File: config.mk
export PLATFORM = sky130hd
export DESIGN_NAME = sys_arr_feeder
export DESIGN_NICKNAME = d
export VERILOG_FILES = /design/src/rtl/sys_arr_feeder.sv
export SDC_FILE = /design/constraint.sdc
export NUM_CORES = 1
export LEC_CHECK = 0
export ABC_AREA = 1
export ABC_CLOCK_PERIOD_IN_PS = 4300
export BUFFER_PORTS_ARGS = -buffer_cell sky130_fd_sc_hd__buf_2
export CELL_PAD_IN_SITES_DETAIL_PLACEMENT = 2
export CELL_PAD_IN_SITES_GLOBAL_PLACEMENT = 2
export CORE_MARGIN = 4
export CORE_UTILIZATION = 29
export DETAILED_ROUTE_END_ITERATION = 10
export GPL_ROUTABILITY_DRIVEN = 0
export GPL_TIMING_DRIVEN = 1
export PLACE_DENSITY_LB_ADDON = 0.3
export REMOVE_ABC_BUFFERS = 1
export SYNTH_ARGS = -nofsm -noshare
export SYNTH_HDL_FRONTEND = slang
export SYNTH_SLANG_ARGS = --single-unit
File: constraint.sdc
create_clock -name clk -period 4.3 [get_ports clk]
set_input_delay 0.215 -clock clk [delete_from_list [all_inputs] [get_ports clk]]
set_output_delay 0.215 -clock clk [all_outputs]
set_load 0.03 [all_outputs]
File: src/rtl/sys_arr_feeder.sv
// Diagonal-skew input feeder for the systolic array.
// Optional abort port pair: define SYS_ARR_FEEDER_ABORT_EN.
module sys_arr_feeder #(
    parameter  int width_height = 4,
    parameter  int ADDR_W       = 8,
    localparam int data_width   = 8 * width_height
) (
    input  logic                  clk,
    input  logic                  reset,
    input  logic                  start,
    input  logic [ADDR_W-1:0]     base_addr,
    input  logic [ADDR_W-1:0]     num_rows,
`ifdef SYS_ARR_FEEDER_ABORT_EN
    input  logic                  abort,
    output logic                  aborted,
`endif
    output logic                  rd_en,
    output logic [ADDR_W-1:0]     rd_addr,
    input  logic [data_width-1:0] rd_data,
    output logic [data_width-1:0] datain,
    output logic                  active,
    output logic                  busy,
    output logic                  done
);

    typedef enum logic [1:0] {
        IDLE,
        FETCH,
        DRAIN,
        FINISH
    } state_t;

    state_t            state, nstate;
    logic [ADDR_W-1:0] addr, addr_n;
    logic [ADDR_W-1:0] cnt, cnt_n;
    logic [width_height-1:0] vsh;
    logic              kill;

`ifdef SYS_ARR_FEEDER_ABORT_EN
    logic abort_hit;
    assign abort_hit = abort && (state != IDLE);
    assign kill      = reset || abort_hit;
`else
    assign kill      = reset;
`endif

    assign rd_en   = (state == FETCH);
    assign rd_addr = rd_en ? addr : '0;
    assign busy    = (state != IDLE);
    assign done    = (state == FINISH);
    assign active  = |vsh;

    // State, address and row/drain counter registers
    always_ff @(posedge clk) begin
        if (reset) begin
            state <= IDLE;
            addr  <= '0;
            cnt   <= '0;
        end else begin
            state <= nstate;
            addr  <= addr_n;
            cnt   <= cnt_n;
        end
    end

    // Next-state: fetch num_rows rows, then drain the skew for width_height cycles
    always_comb begin
        nstate = state;
        addr_n = addr;
        cnt_n  = cnt;
        unique case (state)
            IDLE: begin
                if (start) begin
                    addr_n = base_addr;
                    cnt_n  = num_rows;
                    nstate = (num_rows == '0) ? FINISH : FETCH;
                end
            end
            FETCH: begin
                addr_n = addr + ADDR_W'(1);
                cnt_n  = cnt - ADDR_W'(1);
                if (cnt == ADDR_W'(1)) begin
                    nstate = DRAIN;
                    cnt_n  = ADDR_W'(width_height - 1);
                end
            end
            DRAIN: begin
                cnt_n = cnt - ADDR_W'(1);
                if (cnt == '0) begin
                    nstate = FINISH;
                end
            end
            FINISH: begin
                nstate = IDLE;
            end
        endcase
`ifdef SYS_ARR_FEEDER_ABORT_EN
        if (abort_hit) begin
            nstate = IDLE;
        end
`endif
    end

`ifdef SYS_ARR_FEEDER_ABORT_EN
    // One-cycle acknowledge of an abort taken while busy
    always_ff @(posedge clk) begin
        if (reset) begin
            aborted <= 1'b0;
        end else begin
            aborted <= abort_hit;
        end
    end
`endif

    // Lane-valid chain: bit i marks lane i carrying a real element
    always_ff @(posedge clk) begin
        if (kill) begin
            vsh <= '0;
        end else begin
            vsh[0] <= rd_en;
            for (int i = 1; i < width_height; i++) begin
                vsh[i] <= vsh[i-1];
            end
        end
    end

    for (genvar g = 0; g < width_height; g++) begin : g_lane
        if (g == 0) begin : g_l0
            assign datain[7:0] = vsh[0] ? rd_data[7:0] : 8'h00;
        end else begin : g_ln
            logic [7:0] pipe [0:g-1];

            // Delay lane g by g cycles, zero-filled outside valid data
            always_ff @(posedge clk) begin
                if (kill) begin
                    for (int j = 0; j < g; j++) begin
                        pipe[j] <= 8'h00;
                    end
                end else begin
                    pipe[0] <= vsh[0] ? rd_data[8*g +: 8] : 8'h00;
                    for (int j = 1; j < g; j++) begin
                        pipe[j] <= pipe[j-1];
                    end
                end
            end

            assign datain[8*g +: 8] = pipe[g-1];
        end
    end

endmodule

Word-level counts from Yosys, hierarchy flattened
Memories as Yosys holds them, arrays and structs flattened.
Index checks and enable logic that the tools add are counted.
{"block": "totals", "in_bits": 51, "latchBits": 0, "romBits": 0, "n_memories": 3, "register_bits": 22, "mem_bits_rw": 48}
{"name": "g_lane[3].g_ln.pipe", "words": 3, "width": 8, "read_ports": 3, "rd_ports_with_merged_regs": 0, "wr": 3, "line": "131", "text": "logic [7:0] pipe [0:g-1];"}
{"name": "g_lane[2].g_ln.pipe", "words": 2, "width": 8, "read_ports": 2, "rd_ports_with_merged_regs": 0, "wr": 2, "line": "131"}
{"name": "g_lane[1].g_ln.pipe", "words": 1, "width": 8, "read_ports": 1, "rd_ports_with_merged_regs": 0, "wr": 1, "line": "131"}
{"block": "op_classes", "magnitude_cmp": 0, "n_shift": 0, "reduce_logical": 11, "mul": 0, "mux": 25, "bitwise": 5, "div": 0, "n_addsub": 2, "n_eq_ne": 7}
{"op": "2-to-1 mux 8 bit", "count": 14}
{"op": "case mux 8 bit (3 select lines)", "count": 1}
{"op": "zero test 8 bit", "count": 2}
{"op": "case mux 8 bit (2 select lines)", "count": 1}
{"op": "adder 8 x 1 -> 8 bit, second input constant", "count": 1}
{"op": "equality test 8 x 1 -> 1 bit, second input constant", "count": 1}
{"op": "2-to-1 mux 2 bit", "count": 4}
{"op": "case mux 2 bit (4 select lines)", "count": 1}
{"op": "OR reduction 8 bit", "count": 1}
{"op": "subtractor 8 x 1 -> 8 bit, second input constant", "count": 1}
{"op": "OR 1 bit", "count": 5}
{"op": "equality test 2 bit, second input constant", "count": 2}
{"op": "2-to-1 mux 1 bit", "count": 4}
{"op": "!= test 2 bit, second input constant", "count": 2}
{"op": "AND reduction 2 bit", "count": 2}
{"op": "nonzero test 2 bit", "count": 2}
{"op": "OR reduction 4 bit", "count": 1}
{"op": "AND reduction 3 bit", "count": 1}
{"op": "nonzero test 3 bit", "count": 1}
{"op": "equality test 2 x 1 -> 1 bit, second input constant", "count": 1}
{"op": "zero test 2 bit", "count": 1}
{"op": "!= test 2 x 1 -> 1 bit, second input constant", "count": 1}

Depth between registers and ports, before layout
Gate-level depths: netlist of the first run.
{"block": "logic_depth", "ltp_word": 4, "depth_mapped": 11}

Worst setup path after synthesis of the first run
No wires, ideal clock.
{"block": "synth_path", "path_type": "register to output", "from": "register state[1]", "to": "output rd_addr[0]", "arrival_ps": 1438, "stages_incl_launch_ff": 7, "path_slack_ps": 2647, "path_buffers": 2, "cell_sequence": "dfxtp_1 > inv_1 > ha_1 > buf_4 > buf_2 > nand2_1 > inv_1"}
{"block": "synth_via", "elab_chain_len": 2}
{"item": "start, declared", "line": "33", "text": "state_t state, nstate;"}
{"item": "start signal, assigned", "line": "60", "text": "state <= nstate;"}
{"item": "equality test 2 x 1 -> 1 bit", "line": "47", "text": "assign rd_en = (state == FETCH);"}
{"item": "named net rd_en", "line": "17", "text": "output logic rd_en,"}
{"item": "2-to-1 mux 8 bit", "line": "48", "text": "assign rd_addr = rd_en ? addr : '0;"}
{"item": "end, declared", "line": "18", "text": "output logic [ADDR_W-1:0] rd_addr,"}
The timed path passes the listed nets, and every way through them passes these cells.

Final worst setup path of the first run
{"block": "layout_path", "from": "register state[1]", "to": "output rd_addr[3]"}
{"block": "layout_via", "elab_chain_len": 2}
{"item": "equality test 2 x 1 -> 1 bit", "line": "47"}
{"item": "2-to-1 mux 8 bit", "line": "48"}
Every way passes these cells.

==> flow_summary.ini, run 1 <==
[outcome]
run_status = completed

[drt]
vias_per_cell = 4.36
dr_wl_met3_um = 567
wl_met1_um = 3270
drt_first_pass_iters = 4
top_layer_used = met4
totalWireLength_um = 8140
drc = 0
post_drt_wl_per_cell_um = 13.1
drt_iter0_markers = 59
wl_met2_um = 4210
ant_nets = 0
vias = 2702

[die]
ioPinCount = 95
core-area_sq_mm = 0.00995
die-area_sq_mm = 0.0121
num_rows = 36
start_util_pct = 30.2
die-height_um = 110
die_w_um = 110

[cts]
cts.sinks = 70
htree_levels = 3
post_cts_buffers = 0
root_buffer = clkbuf_8
clk_pin_slew_ps = 70
ctsResizeCount = 0
cts.hold.buffers_added = 0
numCtsBuffers = 9
clock_path_buffers = 2
cts_tree = yes
clk_latency_ps = 330

[worst_hold_path]
hold_path_class = primary input to register
whs_path_depth = 3

[pwr]
p_int_w = 0.00141
seqPwrFrac_pct = 35.2
p_leak_nw = 1.95
p_sw_share_pct = 41.8
power_frac_clock_pct = 23.9
p_sw_w = 0.00101
power_density_mw_per_mm2 = 661
power_frac_comb_pct = 40.9
ir_drop_mv = 0.325

[final_layout]
final_nets = 543
synthToLayoutAreaGrowth_pct = 21.8
layout-drive-gt1-share_pct = 26.3
n_fill_cell = 1207
seqCellArea_sq_mm = 0.00140
multi_input_area_sq_mm = 0.00107
fin_util_pct = 36.8
diodes = 0

[synth]
yosys_most_used_dff = dfxtp_1
synth_area_leaders = dfxtp_1, inv_1, nor2_1
synth_common_cells = inv_1, nor2_1, dfxtp_1, nand2_1, a21oi_1
synth_top_cell_area_share_pct = 46.6
avgSynthCellArea_sq_um = 7.41
synthArstFlopShare_pct = 0
ys_seq_area_share_pct = 46.6
netlist_area_sq_mm = 0.00301
syn_inst = 406
yosysMostFrequentCell = inv_1
synth_area_leader_cell = dfxtp_1
ys_ff_latch = 70
synthDistinctLibCells = 31
synth-edff-count = 0
ys_warn_count = 0

[place]
io_buffers = 94
dpl_worst_slack_ps = 2120
dp_hpwl_um = 6190

[sta]
setup_tns_ps = 0
hold_violations = 0
relSlewSlack_pct = 49.1
setup_ws_ps = 2110
fin_crit_ps = 2190
tightest_slew_ps = 764
finalCritPeriodShare_pct = 51.0
slew_violations = 0
setup_viol = 0
fmax_mhz = 456
fin_skew_ps = 4.66
rsz0062_at_grt = false

[critical_path]
cp_data_required_time_ps = 4090
worst-path-max-fanout = 20
arrival_ps = 1980
start_kind = register
rrSetupSlack_ps = 2130
path_class = register to primary output
cp-end-kind = primary output
reg2regPathDepth = 7

[global_route]
grtUsageTotal_pct = 14.2
grt_max_degree = 36
grt_pass1_vias = 2910
grt_pass1_wl_um = 13400
grt-ovfl-total = 0
antenna_found_initial = 0

[run]
maxCapViolCount = 0
==> final cells by class <==
type                            instances  area share (%)
Clock buffer                           12            3.96
Timing Repair Buffer                   94            12.8
Inverter                               90            9.22
Clock inverter                          4            1.91
Multi-Input combinational cell        217            29.2
Sequential cell                        70            38.3
Tap cell                              133            4.54
==> critical path, stage by stage (launching register included) <==
cell and delay (ps):
dfxtp_1 350, inv_1 110, ha_1 660, nand2_1 180, inv_1 130, buf_2 200
==> per-stage QoR <==
stage / hold slack (ps) / instance area [sq um] / cells / total power [W]
after floorplan: 284 / 2810 / 377 / 0.00157
final: 92.5 / 3660 / 620 / 0.00242
after detailed placement: 398 / 3450 / 604 / 0.00187
after global placement: 389 / 3450 / 604 / 0.00182
after global routing: 77.0 / 3660 / 620 / 0.00263
after CTS: 69.8 / 3660 / 620 / 0.00247
==> logic make-up (layout without fill, tap and decap cells) <==
group,after synthesis,count (layout),synth area share [%]
DFF,70,70,46.6
adders and majority gates,10,10,4.16
AOI/OAI and AO/OA,53,53,10.1
and+or+nand+nor,153,153,21.1
buffers and inverters,119,200,17.8
xor gates and xnor gates,1,1,0.291
==> flip-flops by register name, indices dropped and copies added, names as in the netlist <==
register	cells
state	2
cnt	8
vsh	4
g_lane.g_ln.pipe	48
addr	8
==> final timing paths <==
path                             start                          to
max reg2reg                   state[1]                     addr[4]
min                         rd_data[9]   g_lane[1].g_ln.pipe[0][1]
max                           state[1]                  rd_addr[3]
min reg2reg  g_lane[3].g_ln.pipe[0][7]  g_lane[3].g_ln.pipe[0][15]
==> power by group through the flow <==
| stage | clock network [W] | registers (W) | logic (W) |
|---|---|---|---|
| 6_report | 0.000579 | 0.000852 | 0.000990 |
| 5_1_grt | 0.000631 | 0.000872 | 0.00113 |
| 4_1_cts | 0.000601 | 0.000854 | 0.00101 |
| 3_5_place_dp | 0 | 0.000867 | 0.000999 |
| 3_3_place_gp | 0 | 0.000861 | 0.000958 |
| 2_1_floorplan | 0 | 0.000857 | 0.000709 |
==> cells in the final DEF, fill, tap and decap left out, types with 2 or more instances in the layout <==
| cell | synthesis | layout |
|---|---|---|
| inv_1 | 78 | 78 |
| inv_2 | 11 | 11 |
| nand3_1 | 7 | 7 |
| o21ai_0 | 16 | 16 |
| a31oi_1 | 5 | 5 |
| clkinv_2 | 0 | 2 |
| nand2_1 | 55 | 55 |
| a21oi_1 | 18 | 18 |
| o211ai_1 | 3 | 3 |
| buf_2 | 7 | 94 |
| nor2_1 | 75 | 75 |
| nand2_2 | 2 | 2 |
| nor2_2 | 2 | 2 |
| dfxtp_1 | 70 | 70 |
| bufinv_16 | 0 | 2 |
| clkbuf_1 | 0 | 2 |
| nor4_1 | 2 | 2 |
| o21ai_1 | 7 | 7 |
| nand4_1 | 5 | 5 |
| ha_1 | 10 | 10 |
| clkbuf_8 | 0 | 10 |
==> metal layers <==
| metal | GRT usage, % | vias to the layer above |
|---|---|---|
| met3 | 5.40 | 6 |
| met5 | 0 | - |
| met4 | 4.27 | 0 |
| met2 | 26.1 | 61 |
| li1 | - | 1347 |
| met1 | 14.9 | 1288 |
Note: power is estimated with default switching activity, not from simulation.
==> inputs of run 2 (changes only) <==
--- a/config.mk
+++ b/config.mk
@@ -6,12 +6,12 @@
 export NUM_CORES = 1
 export LEC_CHECK = 0
 export ABC_AREA = 1
-export ABC_CLOCK_PERIOD_IN_PS = 4300
+export ABC_CLOCK_PERIOD_IN_PS = 2200
 export BUFFER_PORTS_ARGS = -buffer_cell sky130_fd_sc_hd__buf_2
 export CELL_PAD_IN_SITES_DETAIL_PLACEMENT = 2
 export CELL_PAD_IN_SITES_GLOBAL_PLACEMENT = 2
 export CORE_MARGIN = 4
-export CORE_UTILIZATION = 29
+export CORE_UTILIZATION = 27
 export DETAILED_ROUTE_END_ITERATION = 10
 export GPL_ROUTABILITY_DRIVEN = 0
 export GPL_TIMING_DRIVEN = 1
==> constraint.sdc (replaced) <==
create_clock -name clk -period 2.2 [get_ports clk]
set_input_delay 0.11 -clock clk [delete_from_list [all_inputs] [get_ports clk]]
set_output_delay 0.11 -clock clk [all_outputs]
set_load 0.03 [all_outputs]
==> flow_summary.ini, run 2 (synthesis gave the netlist of run 1 again) <==
[cts]
clk_pin_slew_ps = 80
htree_levels = 3
root_buffer = clkbuf_8
clk_latency_ps = 330
cts_tree = yes
numCtsBuffers = 9
clock_path_buffers = 2
cts.sinks = 70

[sta]
setup_tns_ps = 0
slew_violations = 0
finalCritPeriodShare_pct = 87.0
fmax_mhz = 523
rsz0062_at_grt = false
setup_viol = 0
fin_crit_ps = 1910
hold_violations = 0
relSlewSlack_pct = 68.6
fin_skew_ps = 5.69
tightest_slew_ps = 471

[pwr]
p_leak_nw = 2.04
ir_drop_mv = 0.571
power_density_mw_per_mm2 = 1180

[die]
num_rows = 38
die-area_sq_mm = 0.0129
ioPinCount = 95
die_w_um = 114
start_util_pct = 27.6
die-height_um = 114
core-area_sq_mm = 0.0109

[drt]
post_drt_wl_per_cell_um = 13.8
drc = 0
drt_first_pass_iters = 4
drt_iter0_markers = 38
vias = 2801
vias_per_cell = 4.28
totalWireLength_um = 9030
ant_nets = 0

[final_layout]
seqCellArea_sq_mm = 0.00140
instances_no_fill = 654
regMostFlops = g_lane.g_ln.pipe
layout-drive-gt1-share_pct = 25.9
reg_top3 = g_lane.g_ln.pipe x48, addr x8, cnt x8
mostFrequentLayoutCell = buf_2
layout_common_cells = buf_2, inv_1, nor2_1
diodes = 0
multi_input_area_sq_mm = 0.00107
largest_register_ffs = 48
final_nets = 571
synthToLayoutAreaGrowth_pct = 29.8
n_fill_cell = 1280

[global_route]
grt-ovfl-total = 0
grtUsageTotal_pct = 14.8
grt_pass1_vias = 3192
grt_max_degree = 25
grt_pass1_wl_um = 15300
antenna_found_initial = 0

[critical_path]
cp_data_required_time_ps = 2090
path_class = register to primary output
start_kind = register
startpoint = state[1]
arrival_ps = 1800
r2r-start = state[0]
cp-end-kind = primary output
worst-path-max-fanout = 9

[place]
dp_hpwl_um = 6560
io_buffers = 94
dp.cells = 615

[worst_hold_path]
hold_path_class = primary input to register
hold_start = base_addr[1]

[run]
maxCapViolCount = 0

[outcome]
run_status = completed
run 2: what timing repair did:
action / CTS / global route
setup endpoints to repair: 0 / 1
hold buffers: 24 / 0
hold endpoints to repair: 24 / 0
buffers inserted: 0 / 0
gates resized for setup: 0 / 1
run 2: area by class of cell:
class                   instances  area share (%)
repair buffers                122            19.0
clock inverters                 3           0.513
multi-input cells             217            27.5
flip-flops and latches         70            35.9
inverters                      90            8.65
well taps                     140            4.49
clock buffers                  12            3.97
run 2: report_power, final:
group	total (W)	internal, W	switching, W
clock	0.000942	0.000464	0.000478
combinational	0.00198	0.000670	0.00131
sequential	0.00167	0.00147	0.000200
total	0.00460	0.00260	0.00199
run 2: worst max-delay path, cell delays in order, from the launching register on:
cell,delay [ps]
dfxtp_1,360
inv_1,130
ha_2,300
buf_4,200
buf_4,140
nand2_1,50
inv_1,80
buf_2,210
run 2: through the flow:
step / hold WS (ps) / instance area, sq um / worst slack [ps] / total power, W / util (%)
2_1_floorplan: 179 / 2810 / 274 / 0.00306 / -
3_3_place_gp: 323 / 3490 / 490 / 0.00360 / 32.0
3_5_place_dp: 334 / 3490 / 355 / 0.00370 / 32.0
4_1_cts: 31.2 / 3900 / 138 / 0.00470 / 35.8
5_1_grt: 57.2 / 3900 / 119 / 0.00503 / 35.9
6_report: 53.7 / 3900 / 287 / 0.00460 / 35.9
run 2: path summary, 6_finish.rpt:
kind / end / slack, ps / cells after the start
max: rd_addr[1] / 290 / 7
min: addr[1] / 50 / 3
max reg2reg: state[1] / 400 / 7
min reg2reg: g_lane[2].g_ln.pipe[0][13] / 410 / 2
run 2: per-layer routing:
metal / GRT usage (%) / vias up / routed length, um
met5: 0 / - / 0
met4: 4.57 / 0 / 83
met3: 4.40 / 7 / 625
met2: 27.6 / 64 / 4810
met1: 15.9 / 1328 / 3510
li1: - / 1402 / -
